<file path="src/rtl/instruction_fetch_unit.sv">
// Instruction fetch stage: drives the instruction memory request, buffers one
// response across a stall, and steers the PC on branch/trap/mret redirects.
module instruction_fetch_unit #(
    parameter logic [31:0] RESET_PC  = 32'h0000_0000,
    parameter logic [31:0] NOP_INSTR = 32'h0000_0013
) (
    input  logic        clk,
    input  logic        reset,
    input  logic        stop_IF,
    input  logic        set_invalid_IF,
    input  logic        took_branch,
    input  logic [31:0] branch_target,
    input  logic        any_excep,
    input  logic [31:0] trap_vector,
    input  logic        ret,
    input  logic [31:0] mepc,
    output logic        imem_req,
    output logic [31:0] imem_addr,
    input  logic        imem_ready,
    input  logic [31:0] imem_rdata,
    output logic [31:0] IF_PC,
    output logic [31:0] IF_instr,
    output logic        IF_invalid
);

    typedef enum logic [1:0] {
        S_REQ  = 2'd0,
        S_HOLD = 2'd1,
        S_DROP = 2'd2
    } state_e;

    state_e      state_q, state_d;
    logic [31:0] pc_q, pc_d;
    logic [31:0] stale_q, stale_d;
    logic [31:0] out_pc_q, out_pc_d;
    logic [31:0] out_instr_q, out_instr_d;
    logic        out_inv_q, out_inv_d;
    logic [31:0] hold_pc_q, hold_pc_d;
    logic [31:0] hold_instr_q, hold_instr_d;
    logic        hold_vld_q, hold_vld_d;

    logic        redirect_s;
    logic [31:0] target_s;

    // Redirect arbitration: branch beats trap beats mret.
    always_comb begin
        redirect_s = took_branch | any_excep | ret;
        if (took_branch) begin
            target_s = branch_target;
        end else if (any_excep) begin
            target_s = trap_vector;
        end else if (ret) begin
            target_s = mepc;
        end else begin
            target_s = pc_q;
        end
    end

    // Memory request decode; DROP keeps presenting the abandoned address.
    always_comb begin
        imem_req  = 1'b0;
        imem_addr = pc_q;
        case (state_q)
            S_REQ: begin
                imem_req  = ~reset;
                imem_addr = pc_q;
            end
            S_HOLD: begin
                imem_req  = 1'b0;
                imem_addr = pc_q;
            end
            S_DROP: begin
                imem_req  = ~reset;
                imem_addr = stale_q;
            end
            default: begin
                imem_req  = 1'b0;
                imem_addr = pc_q;
            end
        endcase
    end

    // Next-state and register-update logic for the fetch FSM.
    always_comb begin
        state_d      = state_q;
        pc_d         = pc_q;
        stale_d      = stale_q;
        out_pc_d     = out_pc_q;
        out_instr_d  = out_instr_q;
        out_inv_d    = out_inv_q;
        hold_pc_d    = hold_pc_q;
        hold_instr_d = hold_instr_q;
        hold_vld_d   = hold_vld_q;

        case (state_q)
            S_REQ: begin
                if (redirect_s) begin
                    pc_d        = target_s;
                    out_pc_d    = 32'd0;
                    out_instr_d = NOP_INSTR;
                    out_inv_d   = 1'b1;
                    hold_vld_d  = 1'b0;
                    if (imem_ready) begin
                        state_d = S_REQ;
                    end else begin
                        state_d = S_DROP;
                        stale_d = pc_q;
                    end
                end else if (imem_ready) begin
                    pc_d = pc_q + 32'd4;
                    if (stop_IF) begin
                        hold_pc_d    = pc_q;
                        hold_instr_d = imem_rdata;
                        hold_vld_d   = 1'b1;
                        state_d      = S_HOLD;
                    end else begin
                        out_pc_d    = pc_q;
                        out_instr_d = imem_rdata;
                        out_inv_d   = 1'b0;
                    end
                end else if (!stop_IF) begin
                    out_pc_d    = 32'd0;
                    out_instr_d = NOP_INSTR;
                    out_inv_d   = 1'b1;
                end else begin
                    state_d = S_REQ;
                end
            end
            S_HOLD: begin
                if (redirect_s) begin
                    pc_d        = target_s;
                    out_pc_d    = 32'd0;
                    out_instr_d = NOP_INSTR;
                    out_inv_d   = 1'b1;
                    hold_vld_d  = 1'b0;
                    state_d     = S_REQ;
                end else if (!stop_IF) begin
                    if (hold_vld_q) begin
                        out_pc_d    = hold_pc_q;
                        out_instr_d = hold_instr_q;
                        out_inv_d   = 1'b0;
                    end else begin
                        out_pc_d    = 32'd0;
                        out_instr_d = NOP_INSTR;
                        out_inv_d   = 1'b1;
                    end
                    hold_vld_d = 1'b0;
                    state_d    = S_REQ;
                end else begin
                    state_d = S_HOLD;
                end
            end
            S_DROP: begin
                if (redirect_s) begin
                    pc_d = target_s;
                end else begin
                    pc_d = pc_q;
                end
                if (redirect_s || !stop_IF) begin
                    out_pc_d    = 32'd0;
                    out_instr_d = NOP_INSTR;
                    out_inv_d   = 1'b1;
                end else begin
                    out_inv_d = out_inv_q;
                end
                if (imem_ready) begin
                    state_d = S_REQ;
                end else begin
                    state_d = S_DROP;
                end
            end
            default: begin
                state_d     = S_REQ;
                out_pc_d    = 32'd0;
                out_instr_d = NOP_INSTR;
                out_inv_d   = 1'b1;
                hold_vld_d  = 1'b0;
            end
        endcase

        // A flush kills whatever is visible or parked, but never moves the PC.
        if (set_invalid_IF) begin
            out_pc_d    = 32'd0;
            out_instr_d = NOP_INSTR;
            out_inv_d   = 1'b1;
            hold_vld_d  = 1'b0;
        end else begin
            hold_vld_d = hold_vld_d;
        end
    end

    // State and datapath registers.
    always_ff @(posedge clk or posedge reset) begin
        if (reset) begin
            state_q      <= S_REQ;
            pc_q         <= RESET_PC;
            stale_q      <= RESET_PC;
            out_pc_q     <= 32'd0;
            out_instr_q  <= NOP_INSTR;
            out_inv_q    <= 1'b1;
            hold_pc_q    <= 32'd0;
            hold_instr_q <= NOP_INSTR;
            hold_vld_q   <= 1'b0;
        end else begin
            state_q      <= state_d;
            pc_q         <= pc_d;
            stale_q      <= stale_d;
            out_pc_q     <= out_pc_d;
            out_instr_q  <= out_instr_d;
            out_inv_q    <= out_inv_d;
            hold_pc_q    <= hold_pc_d;
            hold_instr_q <= hold_instr_d;
            hold_vld_q   <= hold_vld_d;
        end
    end

    assign IF_PC      = out_pc_q;
    assign IF_instr   = out_instr_q;
    assign IF_invalid = out_inv_q;

endmodule

</file>
<file path="config.mk">
export PLATFORM = sky130hd
export DESIGN_NAME = instruction_fetch_unit
export DESIGN_NICKNAME = d
export VERILOG_FILES = /design/src/rtl/instruction_fetch_unit.sv
export SDC_FILE = /design/constraint.sdc
export NUM_CORES = 1
export LEC_CHECK = 0
export CORE_MARGIN = 2
export CORE_UTILIZATION = 51
export CTS_CLUSTER_DIAMETER = 200
export DETAILED_ROUTE_END_ITERATION = 12
export PLACE_DENSITY_LB_ADDON = 0.3
export SETUP_SLACK_MARGIN = 0.2
export SLEW_MARGIN = 20
export SYNTH_ARGS = -nofsm -noshare
export SYNTH_HDL_FRONTEND = slang
export SYNTH_SLANG_ARGS = --single-unit
</file>
<file path="constraint.sdc">
create_clock -name clk -period 8.3 [get_ports clk]
set_input_delay 1.245 -clock clk [delete_from_list [all_inputs] [get_ports clk]]
set_output_delay 1.245 -clock clk [all_outputs]
set_load 0.01 [all_outputs]
</file>
==> results.md <==
* Run status: completed
* Relative area change from synthesis to final layout at 28.8%
* Cell variety after synth at 60
* Total DRC errors in the routed layout at 0
* Path category of the worst min-delay check: reg -> reg
* Largest buffer count on any clock path at 2
* WHS Path Cells at 2
* R2R cell count at 7
* Async set or reset register ratio after synthesis at 100%
* Top Ports at 234
* Total core area at 19,400 µm²
* Max incr delay on CP at 0.89 ns
* Commonest cells after routing, fill and taps aside: clkdlybuf4s50_1 (231), dfrtp_1 (189), nand2_1 (133)
* Number of placement rows at 51
* Sequential-to-total area share from yosys stat at 48.7%
* Critical Path Source Type: flop
* Critical path startpoint: state_q[0]
* Congestion Overflow GR at 0
* CP delay by family, top: adder cells
* Critical Path Sink Type: output port
* Worst reg2reg endpoint: pc_q[31]
* Pwr Total at 2770 µW
* CTS tree: done
* Cell breakdown of the critical path: inv_1 -> ha_2 -> mux2_2 -> clkdlybuf4s50_1
* First-pass GRT wire length at 44.4 mm
* Maximum fanout along the worst path at 39
* Reg2reg setup slack at 5.33 ns
* Antenna Nets Post-Route at 0
* Netlist area before placement at 10,100 µm²
* Setup CP Type: reg -> out
* H-tree depth reported by CTS at 4
* Number of inserted filler cells in the final layout at 1,528
* Number of pins with negative max-slew slack in the final report at 0
* Routability cong. at 0.891
* Logic depth of the worst path, buffers included at 4
* Number of CTS-inserted buffers at 17
* CP Capture Point: imem_addr[11]
* Worst hold-check slack at 0.478 ns
* Pleak at 0.00531 µW
* Post-synthesis instance total at 987
* Post-Syn Nets at 1,128
* Required time of the critical path at 7.05 ns
* Post-DP HPWL at 18.6 mm
* Initial core utilization at 52.0%
* Count of routing violations after the opening detailed-route iteration at 748
* Crit path buf inv count at 2
* Fraction of final layout cells sized beyond drive strength 1 at 16.9%
* Beginning of the worst register-to-register path: state_q[0]
* Number of synthesized flops with an enable pin at 0
* DIE WIDTH at 145 µm
* Port bufs at 233
* Clk Tree Root Cell: clkbuf_16
* Yosys Warn Count at 0
* Total Routed Length at 28.3 mm
* Most common library cell in the layout ignoring fill and taps: clkdlybuf4s50_1
* Diode insertion count for antenna repair at 0
* Initial antenna violation count at 0
* Mean instance size in the synthesized netlist at 10.2 µm²
* Tightest Pin Transition at 1.09 ns
* Average wire per standard cell at 19.8 µm
* Number of setup buffers added after CTS at 0
* Max-capacitance violation count at 0
* # resized after CTS at 0
* GRT Total Usage at 27.5%
* Maximum number of pins on one net before global-route repair at 116
* Die Outline Area at 20,900 µm²
* Final period utilization at 48.6%
* Cell area power density at 214 nW/µm²
* Die extent in y at 145 µm
* RSZ-0062 raised after global routing: no
* Count of TritonRoute iterations in the first routing pass at 5
* Most used flip-flop cell after synthesis: dfrtp_1
* Sinks on Clock Net at 196
* Flip-flop and latch count after synthesis at 196
* Slowest cell on the critical path: ha_2
* Via count normalized by instance count at 5.94
* Cts hold-fix bufs at 0
* Clock latency of the later-clocked register in the worst-skew pair at 0.43 ns
* Worst vdd rail ir drop at 0.137 mV
* Post-layout nets at 1,289
* Clock skew after layout at 0.0106 ns
* Total number of vias at 8,462
* Count of endpoints failing setup in the final report at 0
* Final Critical Period at 4.03 ns
* Arrival time worst endpoint at 2.79 ns
* Slew margin rel. at 27.3%
* Vias in the first global route at 8,382
* Setup_tns at 0 ns
* Highest attainable clock frequency at 248 MHz
* Clock-pin slew of the registers on the worst-case setup and hold paths at 0.07 ns
* Hold Fails Final Rpt at 0
==> power breakdown <==
| group | switching [µW] | leakage [µW] | internal [µW] |
|---|---|---|---|
| Sequential | 152 | 0.00250 | 1150 |
| Combinational | 288 | 0.00254 | 396 |
| Clock | 386 | 0.000273 | 402 |
==> routing by layer <==
metal | part of all wire [%] | up-vias | global-route usage (%)
met4 | 1.7 | 0 | 8.33
met2 | 48 | 386 | 45.6
met3 | 7.0 | 35 | 5.43
met1 | 43 | 4141 | 36.7
li1 | - | 3900 | -
met5 | 0 | - | 0
==> flip-flops by register name, summed over array words and instances, names as in the netlist <==
| signal | count |
|---|---|
| IF_PC | 32 |
| IF_instr | 32 |
| hold_instr_q | 32 |
| hold_pc_q | 32 |
| pc_q | 32 |
| stale_q | 32 |
| state_q | 2 |
| IF_invalid | 1 |
| hold_vld_q | 1 |
==> worst reg2reg max path, cell delays in order, from the launching register on <==
cell and delay (ns):
dfrtp_1 0.41, inv_1 0.09, ha_1 0.36, or4_1 0.71, nor3_2 0.74, and3_1 0.28, nand4_1 0.09, and3_1 0.18
==> final cells by class <==
cell class / count / area, µm² / area share, %
Timing Repair Buffer: 241 / 2390 / 18.4
Clock inverter: 13 / 116 / 0.896
Sequential cell: 196 / 4910 / 37.8
Clock buffer: 18 / 439 / 3.38
Multi-Input combinational cell: 687 / 4770 / 36.8
Tap cell: 265 / 332 / 2.55
Inverter: 5 / 26.3 / 0.202
==> through the flow <==
stage	cells	util (%)	setup slack (ns)	instance area, µm²
2_1_floorplan	987	-	1.73	10100
5_1_grt	1425	67.0	4.13	13000
3_3_place_gp	1394	64.1	4.33	12400
4_1_cts	1425	66.9	4.24	13000
6_report	1425	67.0	4.27	13000
3_5_place_dp	1394	64.1	4.27	12400
==> worst min-delay path by stage <==
stage,startpoint,to
2_1_floorplan,hold_pc_q[21],hold_pc_q[21]
3_3_place_gp,IF_PC[31],IF_PC[31]
3_5_place_dp,IF_PC[3],IF_PC[3]
4_1_cts,IF_PC[3],IF_PC[3]
5_1_grt,IF_PC[30],IF_PC[30]
6_report,IF_instr[13],IF_instr[13]
==> cells by family after synthesis <==
family	after synthesis	share of synthesized area (%)
buffers and inverters	104	4.13
AOI/OAI and AO/OA	271	16.8
and+or+nand+nor	241	11.2
muxes	170	18.5
adders and majority gates	5	0.621
DFF	196	48.7
==> cell usage after synthesis (4+ instances only) <==
cell	n	area, µm²
o21ai_0	116	581
buf_1	4	15.0
a22oi_1	62	465
a211oi_1	6	45.0
clkbuf_1	79	297
ha_1	5	62.6
or3_1	5	31.3
a31oi_1	10	62.6
mux2_2	130	1460
mux2i_1	38	380
o211ai_1	10	75.1
nand2_1	134	503
buf_2	15	75.1
and3_1	10	62.6
a21oi_1	33	165
nand2b_1	4	25.0
and4_1	4	35.0
nor2_1	29	109
nand3_1	21	105
dfstp_2	7	184
nor2b_1	5	31.3
inv_1	4	15.0
dfrtp_1	189	4730
nor3_1	5	25.0
nand4_1	6	37.5
(Power assumes the default switching activity.)
==> RTL edit 1: new RTL, config.mk and constraints unchanged <==
Make the reset (`reset`) synchronous in one clocked block.
--- a/src/rtl/instruction_fetch_unit.sv
+++ b/src/rtl/instruction_fetch_unit.sv
@@ -190,7 +190,7 @@
     end
 
     // State and datapath registers.
-    always_ff @(posedge clk or posedge reset) begin
+    always_ff @(posedge clk) begin
         if (reset) begin
             state_q      <= S_REQ;
             pc_q         <= RESET_PC;
Behaviour: differs if reset is asserted again (counterexample within 4 cycles, from zero or initial values and one cycle with reset high); with reset held inactive, the same outputs for 4 cycles.
==> RTL edit 1 against the original RTL <==
Count of clock-buffer cells in the layout is the same. Non-clock buffer count is 3 higher. Maximum frequency is 0.36% lower. Cell area decreased by 3.5%. Utilization grew 0.073 points. Global-route usage increased by 0.82 points. Worst setup slack got worse by 14 ps. Sequential cell count unchanged. Wire length increased by 3.5%. Synthesized area fell by 3.8%. Synthesized cell count grew 24%.
Power is not compared: it rests on default switching activity, and its combinational part moved more than twofold at a synthesized area within 25%.
==> RTL edit 1: results (changes against the original RTL) <==
metric,value,unit,change
sequential share of the synthesized area,40.48,%,-8.3 points
Post-synth top cells,"253 x nand2_1, 196 x dfxtp_1, 119 x a21oi_1",,
WP data arrival,4390,ps,+1600 ps
Max stage delay on crit path,660,ps,-230 ps
"FFs w/ async S/R, synth",0,%,-100 points
"Avg Cell Area, Syn",7.913,um2,-23%
status,"finished, final reports clean",,
Seq cells,196,,unchanged
first-pass GRT wire length,45780,um,+3.0%
TritonRoute pass-1 iters,8,,+3
Post-Place Cells,1574,,+13%
post-synthesis net count,1366,,+21%
DRT iter0 DRCs,948,,+27%
Clock-cell share,4.810,%,+0.53 points
Total Routed Length,29260,um,+3.5%
"Distinct cells, synth",57,,-5.0%
Register Area,0.003924,mm2,-20%
buffering overhead,19.16,%,+0.79 points
CP Max Fanout,64,,+64%
# fillers,1561,,+2.2%
Slew HR,27.25,%,-0.052 points
routability cong.,0.9050,,+1.5%
WL/cell,18.22,um,-8.2%
synth top area cells,"dfxtp_1 40%, nand2_1 9.8%, a21oi_1 6.1%",,
Inverters excl. clock,9,,+4
"Slowest-stage cell, CP",clkdlybuf4s50_1,,
Multi-Input Combinational,891,,+30%
final net count,1500,,+16%
Site Rows,50,,-2.0%
HPWL Detailed,18980,um,+2.0%
area of placed instances,0.01193,mm2,-4.0%
fin util,67.02,%,+0.073 points
RTL edit 1: cell types whose count changed after synthesis, sizes merged, moves of 11 or more:
cell,unedited run,this run
a31oi,10,21
dfxtp,0,196
clkbuf,79,106
a22o,0,61
dfrtp,189,0
nor2,30,100
nand2,134,253
mux2,132,45
o21ai,116,51
a21oi,33,119
RTL edit 1: worst register-to-register path, stage by stage, from the launching register on:
cell and delay, ps:
dfxtp_1 340, inv_1 90, ha_1 480, and3_2 280
buf_4 580, and2_2 320, buf_4 540, nand2_1 170
a21oi_1 160
RTL edit 1: cell families after synthesis:
family / count (synthesis) / share of synthesized area [%]
flip-flops: 196 / 40.48
AO/OA/AOI/OAI: 364 / 24.64
AND/OR/NAND/NOR: 436 / 19.08
multiplexers: 86 / 9.462
adder cells (fa/ha/maj): 5 / 0.6454
buffers and inverters: 138 / 5.693
RTL edit 1: final timing paths:
check | to | cells after the start | slack, ps | start
min reg2reg | hold_instr_q[3] | 2 | 450 | hold_instr_q[3]
max | hold_pc_q[13] | 9 | 4250 | took_branch
max reg2reg | hold_pc_q[13] | 8 | 5260 | state_q[0]
min | hold_instr_q[3] | 2 | 450 | hold_instr_q[3]
RTL edit 1: power groups by stage:
stage	sequential [mW]	clock, mW	combinational, mW
6_report	1.02	0.849	0.311
5_1_grt	1.02	0.894	0.335
4_1_cts	1.01	0.856	0.308
3_5_place_dp	1.04	0	0.305
3_3_place_gp	1.04	0	0.302
2_1_floorplan	0.999	0	0.191
RTL edit 1: per-layer routing:
layer  track usage [%]  up-vias  wire [um]
met5                 0        -          0
met4             11.11        0        918
met3             5.062       72       1995
met2             47.22      424      14120
met1             36.63     4588      12220
li1                  -     4609          -
==> RTL edit 2: new RTL, same flow settings <==
Without the edit above. Change the parameter `NOP_INSTR` from 32'h0000_0013 to 32'h00000009.
--- a/src/rtl/instruction_fetch_unit.sv
+++ b/src/rtl/instruction_fetch_unit.sv
@@ -2,7 +2,7 @@
 // response across a stall, and steers the PC on branch/trap/mret redirects.
 module instruction_fetch_unit #(
     parameter logic [31:0] RESET_PC  = 32'h0000_0000,
-    parameter logic [31:0] NOP_INSTR = 32'h0000_0013
+    parameter logic [31:0] NOP_INSTR = 32'h00000009
 ) (
     input  logic        clk,
     input  logic        reset,
Behaviour: not the same (a bounded check fails within 4 cycles, from zero or initial values and one cycle with reset high).
==> RTL edit 2 against the original RTL <==
Wire length is 0.64% higher. Synthesized area is 0.25% higher. Cell area up 0.14%. Highest routed layer unchanged. Sequential cell count unchanged. Worst setup slack better by 1.3 ps. Sequential share of layout area shrank 0.074 points. Combinational power is 4.2% lower. Total power decreased by 0.96%.
==> RTL edit 2: results (changes against the original RTL) <==
metric,value,unit,change
r2r startpoint,state_q[0],,
CTS Buffer Depth,2,,unchanged
WL/cell,20.09,um,+1.3%
initial antenna violation count,0,,unchanged
CP Max Fanout,40,,+2.6%
WP data arrival,2780,ps,about the same
Overall Global Routing Usage,27.62,%,+0.11 points
Pleak,5.297,nW,-0.26%
pin count of the biggest net entering global routing,133,,+15%
Final Skew,8.745,ps,-1.828 ps
"Reg clk slew, reported paths",80,ps,
"CP delay by family, top",adder cells,,
crit path time final,4029,ps,-1.270 ps
Port Buffer Count,233,,unchanged
status,"finished, final reports clean",,
TritonRoute pass-1 iters,6,,+1
YS warnings,0,,unchanged
Least-Margin Pin Slew,1035,ps,-55.49 ps
clk root buf,clkbuf_16,,
Place WS,4367,ps,+97.40 ps
R2R Setup Slk,5230,ps,-100 ps
Total Routed Length,28440,um,+0.64%
Post-Place Cells,1384,,-0.72%
Reg2Reg Depth,7,,unchanged
worst r2r dst,pc_q[30],,
synth top area cells,"dfrtp_1 47%, mux2_1 10%, mux2_2 5.1%",,
Worst Hold Class,reg -> reg,,
layout cells sized above 1,9.470,%,-7.4 points
"FFs w/ async S/R, synth",100.0,%,unchanged
worst vdd ir,0.1357,mV,-0.80%
CTS H-tree lvls,4,,unchanged
first-pass GRT wire length,44700,um,+0.56%
"Distinct cells, synth",62,,+3.3%
final net count,1279,,-0.78%
sequential share of the synthesized area,48.60,%,-0.15 points
crit path capture,imem_addr[29],,
total inserted antenna cells,0,,unchanged
post-synthesis net count,1106,,-2.0%
total number of vias,8463,,+0.012%
total CTS buffers,17,,unchanged
DRT iter0 DRCs,756,,+1.1%
Sw Share,30.60,%,+0.80 points
post_cts resized,0,,unchanged
"Avg Cell Area, Syn",10.47,um2,+2.5%
CP Class,reg -> out,,
number of post-CTS setup repair buffers,0,,unchanged
latest clock arrival within the worst-skew pair,430,ps,about the same
Post-synth top cells,"191 x dfrtp_1, 119 x nand2_1, 94 x mux2_1",,
Max stage delay on crit path,870,ps,-20 ps
# fillers,1509,,-1.2%
HPWL Detailed,18660,um,+0.31%
routability cong.,0.8316,,-6.7%
vias in the first global route,8278,,-1.2%
"Slowest-stage cell, CP",ha_2,,
## RTL edit 2: changes by cell type after synthesis, sizes merged, moves of 5 or more
cell,before,now
a31oi,10,5
nor2,30,36
nand2,134,119
buf,20,40
o21ai,116,111
nand3,22,16
mux2,132,140
clkbuf,79,47
## RTL edit 2: metrics by stage
| step | hold slack [ps] | utilization [%] | instance area [um2] |
|---|---|---|---|
| after global placement | 461.6 | 63.86 | 12430 |
| final | 486.8 | 66.83 | 13010 |
| after detailed placement | 472.9 | 63.90 | 12440 |
| after floorplan | 452.2 | - | 10100 |
| after CTS | 489.6 | 66.83 | 13010 |
| after global routing | 503.2 | 66.83 | 13010 |
## RTL edit 2: power by group through the flow
stage / Clock, mW / Combinational (mW) / Sequential (mW)
2_1_floorplan: 0 / 0.413 / 1.24
3_3_place_gp: 0 / 0.638 / 1.29
3_5_place_dp: 0 / 0.654 / 1.30
4_1_cts: 0.811 / 0.659 / 1.28
5_1_grt: 0.851 / 0.712 / 1.31
6_report: 0.804 / 0.655 / 1.29
## RTL edit 2: routing by layer
metal	up-vias	GRT usage, %	wire length, um
li1	3868	-	-
met1	4183	38.46	12510
met2	368	44.61	13610
met3	44	4.771	1839
met4	0	7.971	481
met5	-	0	0
## RTL edit 2: worst min path at each step
stage / start / endpoint / slack (ps) / cells past startpoint
detailed placement: stale_q[0] / stale_q[0] / 470 / 1
global route: stale_q[25] / stale_q[25] / 500 / 1
finish: stale_q[24] / stale_q[24] / 490 / 1
global placement: stale_q[14] / stale_q[14] / 460 / 1
floorplan: stale_q[29] / stale_q[29] / 450 / 1
CTS: stale_q[8] / stale_q[8] / 490 / 1
## RTL edit 2: final cells by class
cell class,instances,share of cell area (%)
Clock buffer,17,3.271
Clock inverter,15,1.116
Inverter,7,0.2597
Multi-Input combinational cell,675,36.77
Sequential cell,196,37.76
Tap cell,265,2.549
Timing Repair Buffer,241,18.28
## RTL edit 2: cells by family after synthesis
| group | Yosys count | synth area share [%] |
|---|---|---|
| buffers and inverters | 94 | 4.297 |
| AND/OR/NAND/NOR | 228 | 10.79 |
| AO/OA/AOI/OAI | 266 | 16.53 |
| flip-flops | 196 | 48.60 |
| multiplexers | 176 | 19.17 |
| adder cells (fa/ha/maj) | 5 | 0.6191 |
## RTL edit 2: worst register-to-register path, delay by kind of cell, from the launching register on
| kind | cells | cell delay [ps] |
|---|---|---|
| fa+ha+maj | 1 | 370 |
| flops | 1 | 420 |
| buf+inv | 1 | 90 |
| simple gates | 4 | 2040 |
| compound gates | 1 | 80 |
